## src/rtl/mem_wb_if.sv

```systemverilog
// MEM/WB stage bundle, data-memory read return and register-file writeback bus.
// Build option: WB_FWD_EN (the fwd_* group is only meaningful when it is defined).
// slave  : the mem_wb_stage side (consumes in_*/mem_*, drives wb_*/mem_wait/mem_err/fwd_*)
// master : the upstream/memory/regfile side
interface mem_wb_if #(
  parameter int unsigned DW = 16,
  parameter int unsigned RW = 4
);
  // MEM-stage bundle and pipeline control
  logic          stall;
  logic          flush;
  logic          in_vld;
  logic [1:0]    in_wb_sel;
  logic [DW-1:0] in_alu_res;
  logic [DW-1:0] in_pc_inc;
  logic [DW-1:0] in_imm;
  logic [RW-1:0] in_rd;
  logic          in_reg_wr;
  logic          in_halt;
  // data-memory read return
  logic [DW-1:0] mem_rd_data;
  logic          mem_rd_vld;
  // stage outputs
  logic          mem_wait;
  logic          wb_we;
  logic [RW-1:0] wb_rd;
  logic [DW-1:0] wb_data;
  logic          wb_halt;
  logic          mem_err;
  logic          fwd_vld;
  logic [RW-1:0] fwd_rd;
  logic [DW-1:0] fwd_data;

  modport slave (
    input  stall, flush, in_vld, in_wb_sel, in_alu_res, in_pc_inc, in_imm,
           in_rd, in_reg_wr, in_halt, mem_rd_data, mem_rd_vld,
    output mem_wait, wb_we, wb_rd, wb_data, wb_halt, mem_err,
           fwd_vld, fwd_rd, fwd_data
  );

  modport master (
    output stall, flush, in_vld, in_wb_sel, in_alu_res, in_pc_inc, in_imm,
           in_rd, in_reg_wr, in_halt, mem_rd_data, mem_rd_vld,
    input  mem_wait, wb_we, wb_rd, wb_data, wb_halt, mem_err,
           fwd_vld, fwd_rd, fwd_data
  );
endinterface

```

## src/rtl/mem_wb_stage.sv

```systemverilog
// MEM/WB pipeline register and writeback-select for the 16-bit CPU.
// Selects ALU result / memory data / PC+2 / immediate and drives the
// register-file write port; waits on multi-cycle loads with a timeout.
// Build option: define WB_FWD_EN to enable the fwd_* outputs and the
// same-cycle mem_rd_data bypass when a load leaves WAIT.
// Ports: clk, rst_n (async active-low), bus (mem_wb_if.slave):
//   in:  stall, flush, in_vld, in_wb_sel, in_alu_res, in_pc_inc, in_imm,
//        in_rd, in_reg_wr, in_halt, mem_rd_data, mem_rd_vld
//   out: mem_wait (combinational), wb_we, wb_rd, wb_data, wb_halt, mem_err,
//        fwd_vld, fwd_rd, fwd_data
module mem_wb_stage #(
  parameter int unsigned DW     = 16,
  parameter int unsigned RW     = 4,
  parameter int unsigned MEM_TO = 15
) (
  input  logic     clk,
  input  logic     rst_n,
  mem_wb_if.slave  bus
);

  localparam int unsigned CW = 8;
  localparam logic [1:0] SEL_ALU = 2'b00;
  localparam logic [1:0] SEL_MEM = 2'b01;
  localparam logic [1:0] SEL_PC  = 2'b10;

  typedef enum logic {S_IDLE, S_WAIT} state_t;

  state_t        state_q, state_d;
  logic [CW-1:0] cnt_q, cnt_d;
  logic [RW-1:0] pend_rd_q, pend_rd_d;
  logic          pend_wr_q, pend_wr_d;
  logic          pend_halt_q, pend_halt_d;
  logic          wb_we_q, wb_we_d;
  logic [RW-1:0] wb_rd_q, wb_rd_d;
  logic [DW-1:0] wb_data_q, wb_data_d;
  logic          wb_halt_q, wb_halt_d;
  logic          mem_err_q, mem_err_d;
  logic          mem_wait_c;
  logic          accept_c;
  logic [DW-1:0] sel_data_c;

  // Once HLT has reached writeback every later bundle is ignored
  assign accept_c = bus.in_vld & ~bus.stall & ~bus.flush & ~wb_halt_q;

  // Writeback source mux for non-waiting bundles
  always_comb begin
    sel_data_c = bus.in_imm;
    case (bus.in_wb_sel)
      SEL_ALU: sel_data_c = bus.in_alu_res;
      SEL_MEM: sel_data_c = bus.mem_rd_data;
      SEL_PC:  sel_data_c = bus.in_pc_inc;
      default: sel_data_c = bus.in_imm;
    endcase
  end

  // Next-state and writeback register update
  always_comb begin
    state_d     = state_q;
    cnt_d       = cnt_q;
    pend_rd_d   = pend_rd_q;
    pend_wr_d   = pend_wr_q;
    pend_halt_d = pend_halt_q;
    wb_we_d     = 1'b0;
    wb_rd_d     = wb_rd_q;
    wb_data_d   = wb_data_q;
    wb_halt_d   = wb_halt_q;
    mem_err_d   = mem_err_q;
    mem_wait_c  = 1'b0;
    case (state_q)
      S_IDLE: begin
        if (accept_c) begin
          if (bus.in_wb_sel == SEL_MEM && !bus.mem_rd_vld) begin
            // The accept cycle counts as the first waiting cycle
            state_d     = S_WAIT;
            cnt_d       = CW'(1);
            pend_rd_d   = bus.in_rd;
            pend_wr_d   = bus.in_reg_wr;
            pend_halt_d = bus.in_halt;
            mem_wait_c  = 1'b1;
          end else begin
            wb_rd_d   = bus.in_rd;
            wb_data_d = sel_data_c;
            wb_we_d   = bus.in_reg_wr & (bus.in_rd != '0);
            wb_halt_d = wb_halt_q | bus.in_halt;
          end
        end
      end
      S_WAIT: begin
        // stall and flush are ignored here: the pending load always retires
        if (bus.mem_rd_vld) begin
          state_d   = S_IDLE;
          cnt_d     = '0;
          wb_rd_d   = pend_rd_q;
          wb_data_d = bus.mem_rd_data;
          wb_we_d   = pend_wr_q & (pend_rd_q != '0);
          wb_halt_d = wb_halt_q | pend_halt_q;
        end else if (cnt_q >= CW'(MEM_TO)) begin
          state_d   = S_IDLE;
          cnt_d     = '0;
          mem_err_d = 1'b1;
          wb_rd_d   = pend_rd_q;
          wb_data_d = '0;
          wb_we_d   = pend_wr_q & (pend_rd_q != '0);
          wb_halt_d = wb_halt_q | pend_halt_q;
        end else begin
          cnt_d      = cnt_q + CW'(1);
          mem_wait_c = 1'b1;
        end
      end
      default: state_d = S_IDLE;
    endcase
  end

  // State and pipeline registers
  always_ff @(posedge clk or negedge rst_n) begin
    if (!rst_n) begin
      state_q     <= S_IDLE;
      cnt_q       <= '0;
      pend_rd_q   <= '0;
      pend_wr_q   <= 1'b0;
      pend_halt_q <= 1'b0;
      wb_we_q     <= 1'b0;
      wb_rd_q     <= '0;
      wb_data_q   <= '0;
      wb_halt_q   <= 1'b0;
      mem_err_q   <= 1'b0;
    end else begin
      state_q     <= state_d;
      cnt_q       <= cnt_d;
      pend_rd_q   <= pend_rd_d;
      pend_wr_q   <= pend_wr_d;
      pend_halt_q <= pend_halt_d;
      wb_we_q     <= wb_we_d;
      wb_rd_q     <= wb_rd_d;
      wb_data_q   <= wb_data_d;
      wb_halt_q   <= wb_halt_d;
      mem_err_q   <= mem_err_d;
    end
  end

  assign bus.mem_wait = mem_wait_c;
  assign bus.wb_we    = wb_we_q;
  assign bus.wb_rd    = wb_rd_q;
  assign bus.wb_data  = wb_data_q;
  assign bus.wb_halt  = wb_halt_q;
  assign bus.mem_err  = mem_err_q;

`ifdef WB_FWD_EN
  // Bypass load data straight to forwarding in the cycle it returns
  logic byp_c;
  assign byp_c        = (state_q == S_WAIT) & bus.mem_rd_vld;
  assign bus.fwd_vld  = byp_c ? (pend_wr_q & (pend_rd_q != '0)) : wb_we_q;
  assign bus.fwd_rd   = byp_c ? pend_rd_q : wb_rd_q;
  assign bus.fwd_data = byp_c ? bus.mem_rd_data : wb_data_q;
`else
  assign bus.fwd_vld  = 1'b0;
  assign bus.fwd_rd   = '0;
  assign bus.fwd_data = '0;
`endif

endmodule

```

## src/flat_wrapper.sv

```systemverilog
// flat-port wrapper written by rule: the top's interface ports become plain ports
module mem_wb_stage_flat 
#(
  parameter int unsigned DW     = 16,
  parameter int unsigned RW     = 4,
  parameter int unsigned MEM_TO = 15
)
  (clk, rst_n, bus_stall, bus_flush, bus_in_vld, bus_in_wb_sel, bus_in_alu_res, bus_in_pc_inc, bus_in_imm, bus_in_rd, bus_in_reg_wr, bus_in_halt, bus_mem_rd_data, bus_mem_rd_vld, bus_mem_wait, bus_wb_we, bus_wb_rd, bus_wb_data, bus_wb_halt, bus_mem_err, bus_fwd_vld, bus_fwd_rd, bus_fwd_data);
  mem_wb_if #(.DW(DW), .RW(RW)) bus_i ();
  input  logic clk;
  input  logic rst_n;
  input wire logic [$bits(bus_i.stall)-1:0] bus_stall;
  input wire logic [$bits(bus_i.flush)-1:0] bus_flush;
  input wire logic [$bits(bus_i.in_vld)-1:0] bus_in_vld;
  input wire logic [$bits(bus_i.in_wb_sel)-1:0] bus_in_wb_sel;
  input wire logic [$bits(bus_i.in_alu_res)-1:0] bus_in_alu_res;
  input wire logic [$bits(bus_i.in_pc_inc)-1:0] bus_in_pc_inc;
  input wire logic [$bits(bus_i.in_imm)-1:0] bus_in_imm;
  input wire logic [$bits(bus_i.in_rd)-1:0] bus_in_rd;
  input wire logic [$bits(bus_i.in_reg_wr)-1:0] bus_in_reg_wr;
  input wire logic [$bits(bus_i.in_halt)-1:0] bus_in_halt;
  input wire logic [$bits(bus_i.mem_rd_data)-1:0] bus_mem_rd_data;
  input wire logic [$bits(bus_i.mem_rd_vld)-1:0] bus_mem_rd_vld;
  output wire logic [$bits(bus_i.mem_wait)-1:0] bus_mem_wait;
  output wire logic [$bits(bus_i.wb_we)-1:0] bus_wb_we;
  output wire logic [$bits(bus_i.wb_rd)-1:0] bus_wb_rd;
  output wire logic [$bits(bus_i.wb_data)-1:0] bus_wb_data;
  output wire logic [$bits(bus_i.wb_halt)-1:0] bus_wb_halt;
  output wire logic [$bits(bus_i.mem_err)-1:0] bus_mem_err;
  output wire logic [$bits(bus_i.fwd_vld)-1:0] bus_fwd_vld;
  output wire logic [$bits(bus_i.fwd_rd)-1:0] bus_fwd_rd;
  output wire logic [$bits(bus_i.fwd_data)-1:0] bus_fwd_data;
  assign bus_i.stall = bus_stall;
  assign bus_i.flush = bus_flush;
  assign bus_i.in_vld = bus_in_vld;
  assign bus_i.in_wb_sel = bus_in_wb_sel;
  assign bus_i.in_alu_res = bus_in_alu_res;
  assign bus_i.in_pc_inc = bus_in_pc_inc;
  assign bus_i.in_imm = bus_in_imm;
  assign bus_i.in_rd = bus_in_rd;
  assign bus_i.in_reg_wr = bus_in_reg_wr;
  assign bus_i.in_halt = bus_in_halt;
  assign bus_i.mem_rd_data = bus_mem_rd_data;
  assign bus_i.mem_rd_vld = bus_mem_rd_vld;
  assign bus_mem_wait = bus_i.mem_wait;
  assign bus_wb_we = bus_i.wb_we;
  assign bus_wb_rd = bus_i.wb_rd;
  assign bus_wb_data = bus_i.wb_data;
  assign bus_wb_halt = bus_i.wb_halt;
  assign bus_mem_err = bus_i.mem_err;
  assign bus_fwd_vld = bus_i.fwd_vld;
  assign bus_fwd_rd = bus_i.fwd_rd;
  assign bus_fwd_data = bus_i.fwd_data;
  mem_wb_stage #(.DW(DW), .RW(RW), .MEM_TO(MEM_TO)) u_core (.clk(clk), .rst_n(rst_n), .bus(bus_i));
endmodule
```

## config.mk

```make
export PLATFORM = sky130hd
export DESIGN_NAME = mem_wb_stage_flat
export DESIGN_NICKNAME = d
export VERILOG_FILES = /design/src/rtl/mem_wb_if.sv /design/src/rtl/mem_wb_stage.sv /design/src/flat_wrapper.sv
export SDC_FILE = /design/constraint.sdc
export NUM_CORES = 1
export LEC_CHECK = 0
export BUFFER_PORTS_ARGS = -buffer_cell sky130_fd_sc_hd__buf_2
export CELL_PAD_IN_SITES_DETAIL_PLACEMENT = 1
export CELL_PAD_IN_SITES_GLOBAL_PLACEMENT = 1
export CORE_ASPECT_RATIO = 1.25
export CORE_MARGIN = 2
export CORE_UTILIZATION = 34
export DETAILED_ROUTE_END_ITERATION = 12
export GPL_TIMING_DRIVEN = 0
export PLACE_DENSITY = 0.8
export SLEW_MARGIN = 30
export SYNTH_ARGS = -nofsm -noshare
export SYNTH_HDL_FRONTEND = slang
export SYNTH_SLANG_ARGS = --single-unit
```

## constraint.sdc

```tcl
create_clock -name clk -period 2.6 [get_ports clk]
set_input_delay 0.13 -clock clk [delete_from_list [all_inputs] [get_ports clk]]
set_output_delay 0.13 -clock clk [all_outputs]
set_load 0.05 [all_outputs]
```

==> impl_metrics.tcl <==
set metrics [dict create \
    gp_congestion 0.783 \
    die_x_um 79.7 \
    cp.arrival_ns 2.32 \
    antenna_found_initial 0 \
    clk_pin_slew_ns 0.08 \
    viasPerCell 4.89 \
    crit_chain "or4_4 -> a311oi_4 -> o22a_2 -> buf_2" \
    ir_worst_vdd_mv 0.345 \
    num_io_pins 123 \
    post-route-drc-count 0 \
    ys_ff_latch 38 \
    wl_um 6730 \
    timing.fmax_mhz 408 \
    period_needed_ns 2.45 \
    reg2regPathDepth 5 \
    globalRouteTotalUtil_pct 17.3 \
    synth.avg_cell_area_sq_um 11.5 \
    finalCritPeriodShare_pct 94.2 \
    hold_path_class "in2reg" \
    whs_path_depth 2 \
    power_density_mw_per_mm2 821 \
    rsz0062_at_grt "no" \
    dpl-instance-area_sq_mm 0.00312 \
    dp_hpwl_um 5330 \
    cts_setup_buffers 0 \
    dr.pass1.iters 3 \
    ys_seq_area_share_pct 39.1 \
    ctsLongestPathBuffers 2 \
    antenna_left 0 \
    netlist_instances 211 \
    seq_power_share_pct 33.5 \
    combPwrFrac_pct 50.3 \
    setup_viol 0 \
    power.leakage_nw 1.60 \
    cts_tree "yes" \
    cts.sink_count 38 \
    outcome "completed" \
    grt_pass1_vias 2176 \
    cp_max_fo 10 \
    die_h_um 98.6 \
    start_kind "flop" \
    grt_max_degree 39 \
    max_stage_delay_ns 0.57 \
    syn_area_sq_mm 0.00243 \
    hold_viol_final 0 \
    finalNetCount 417 \
    first_iter_violations 45 \
    grt.overflow.total 0 \
    crit_type "reg2out" \
    tightest_slew_ns 0.856 \
    pwr-share-clk_pct 16.1 \
    slew_viol_final 0 \
    final_common_cell "buf_2" \
    maxCapViolCount 0 \
    p_int_mw 1.44 \
    die_area_sq_mm 0.00785 \
    setup_tns_ns 0 \
    cts-root-buf "clkbuf_8" \
    final_cell_mix "100 x buf_2, 38 x dfrtp_1, 21 x buf_4, 21 x conb_1" \
    yosysUniqueCellTypes 36 \
    cts_buffers 5 \
    ys.flop_type "dfrtp_1" \
    syn_to_final_growth_pct 32.4 \
    portBuffers 99 \
    fillers 812 \
    rows 34 \
    power.switching_mw 1.20 \
    initial_utilization_pct 35.1 \
    swShare_pct 45.6 \
    worstPathRequired_ns 2.47 \
    async_reset_ff_share_pct 100 \
    synth_enable_flop_cells 0 \
    htree_levels 2 \
    cpMaxStageDelayCell "or4_4" \
    clock_skew_ns 0.00994 \
    max_slew_margin_pct 43.0 \
    crit_path_end_kind "output port" \
    synth_warnings 0 \
    antenna_cells 0 \
    total_power_mw 2.64 \
    clk-insertion-delay-late_ns 0.29 \
    dr_total_vias 2098 \
    grt_pass1_wl_um 10600 \
    fp.coreArea_sq_mm 0.00693 \
    final_cell_area_sq_mm 0.00322 \
    drive_above_1_share_pct 49.6 \
    wl_per_cell_um 15.7 \
]
==> cell families after synthesis <==
logic type | after synthesis | synth area share [%]
DFF | 38 | 39.1
other | 1 | 0.154
buffers and inverters | 35 | 10.0
and+or+nand+nor | 40 | 9.41
adders and majority gates | 1 | 0.514
AOI/OAI and AO/OA | 47 | 16.1
muxes | 49 | 24.7
==> path summary, 6_finish.rpt <==
kind / from / endpoint / slack [ns]
min: bus_in_rd[3] / u_core.pend_rd_q[3]$_DFFE_PN0P_ / 0.09
max reg2reg: u_core.cnt_q[4]$_DFFE_PN0P_ / u_core.bus.wb_data[5]$_DFFE_PN0P_ / 0.28
max: u_core.cnt_q[4]$_DFFE_PN0P_ / bus_mem_wait / 0.15
min in group asynchronous: rst_n / u_core.bus.wb_data[0]$_DFFE_PN0P_ / 0.49
max in group asynchronous: rst_n / u_core.bus.wb_data[1]$_DFFE_PN0P_ / 1.58
min reg2reg: u_core.bus.mem_err$_DFFE_PN0P_ / u_core.bus.mem_err$_DFFE_PN0P_ / 0.48
==> stage by stage <==
step | utilization [%] | std cells | hold slack (ns) | worst slack, ns
final | 46.4 | 429 | 0.0918 | 0.152
after global routing | 46.4 | 429 | 0.0895 | 0.0518
after CTS | 46.4 | 429 | 0.0836 | 0.128
after detailed placement | 44.9 | 420 | 0.297 | 0.291
after global placement | 44.9 | 420 | 0.294 | 0.321
after floorplan | - | 231 | -0.166 | 0.471
==> critical path, delay by kind of cell (launching register included) <==
kind / cells / cell delay [ns]
DFF: 1 / 0.40
and+or+nand+nor: 1 / 0.57
buffers and inverters: 1 / 0.27
AOI/OAI and AO/OA: 2 / 0.79
==> sequential cells by signal, summed over array words and instances, names as in the netlist <==
signal,count
u_core.bus.mem_err,1
u_core.bus.wb_halt,1
u_core.pend_wr_q,1
u_core.bus.wb_we,1
u_core.state_q,1
u_core.cnt_q,8
u_core.pend_rd_q,4
u_core.bus.wb_data,16
u_core.pend_halt_q,1
u_core.bus.wb_rd,4
==> cell usage after synthesis, types with 3 or more instances <==
cell        n  area share (%)
a21oi_1     3            0.62
buf_4      21             6.5
clkbuf_1   11             1.7
dfrtp_1    38              39
mux2_2     12             5.6
mux2_4     19              12
mux2i_1    18             7.4
nand2_1     4            0.62
nand3_1    19             3.9
nor3_1      3            0.62
o21a_1     16             4.9
o2bb2ai_1  16             5.8
==> power groups by stage <==
| stage | registers, mW | clock network [mW] | logic (mW) |
|---|---|---|---|
| 6_report | 0.887 | 0.426 | 1.33 |
| 4_1_cts | 0.886 | 0.438 | 1.34 |
| 2_1_floorplan | 1.45 | 0 | 0.450 |
| 3_3_place_gp | 0.886 | 0 | 1.32 |
| 3_5_place_dp | 0.896 | 0 | 1.33 |
| 5_1_grt | 0.911 | 0.464 | 1.40 |
==> final cells by class <==
cell class                      instances  area [sq um]  area share (%)
Buffer                                 35           244            7.58
Sequential cell                        38           951            29.5
Clock inverter                          2          12.5           0.389
Timing Repair Buffer                  100           505            15.7
Clock buffer                            6          82.6            2.56
Tap cell                               90           113            3.50
Multi-Input combinational cell        158          1310            40.8
==> per-layer routing <==
layer	global-route usage [%]	share of wire (%)	up-vias
met5	0	0	-
met4	5.84	2.0	0
met3	4.58	8.1	14
met2	31.8	51	84
met1	18.8	39	1005
li1	-	-	995
==> what timing repair did <==
action | CTS | global route
hold buffers | 1 | 0
hold endpoints to repair | 38 | 0
resized for setup | 0 | 0
(Power assumes the default switching activity.)
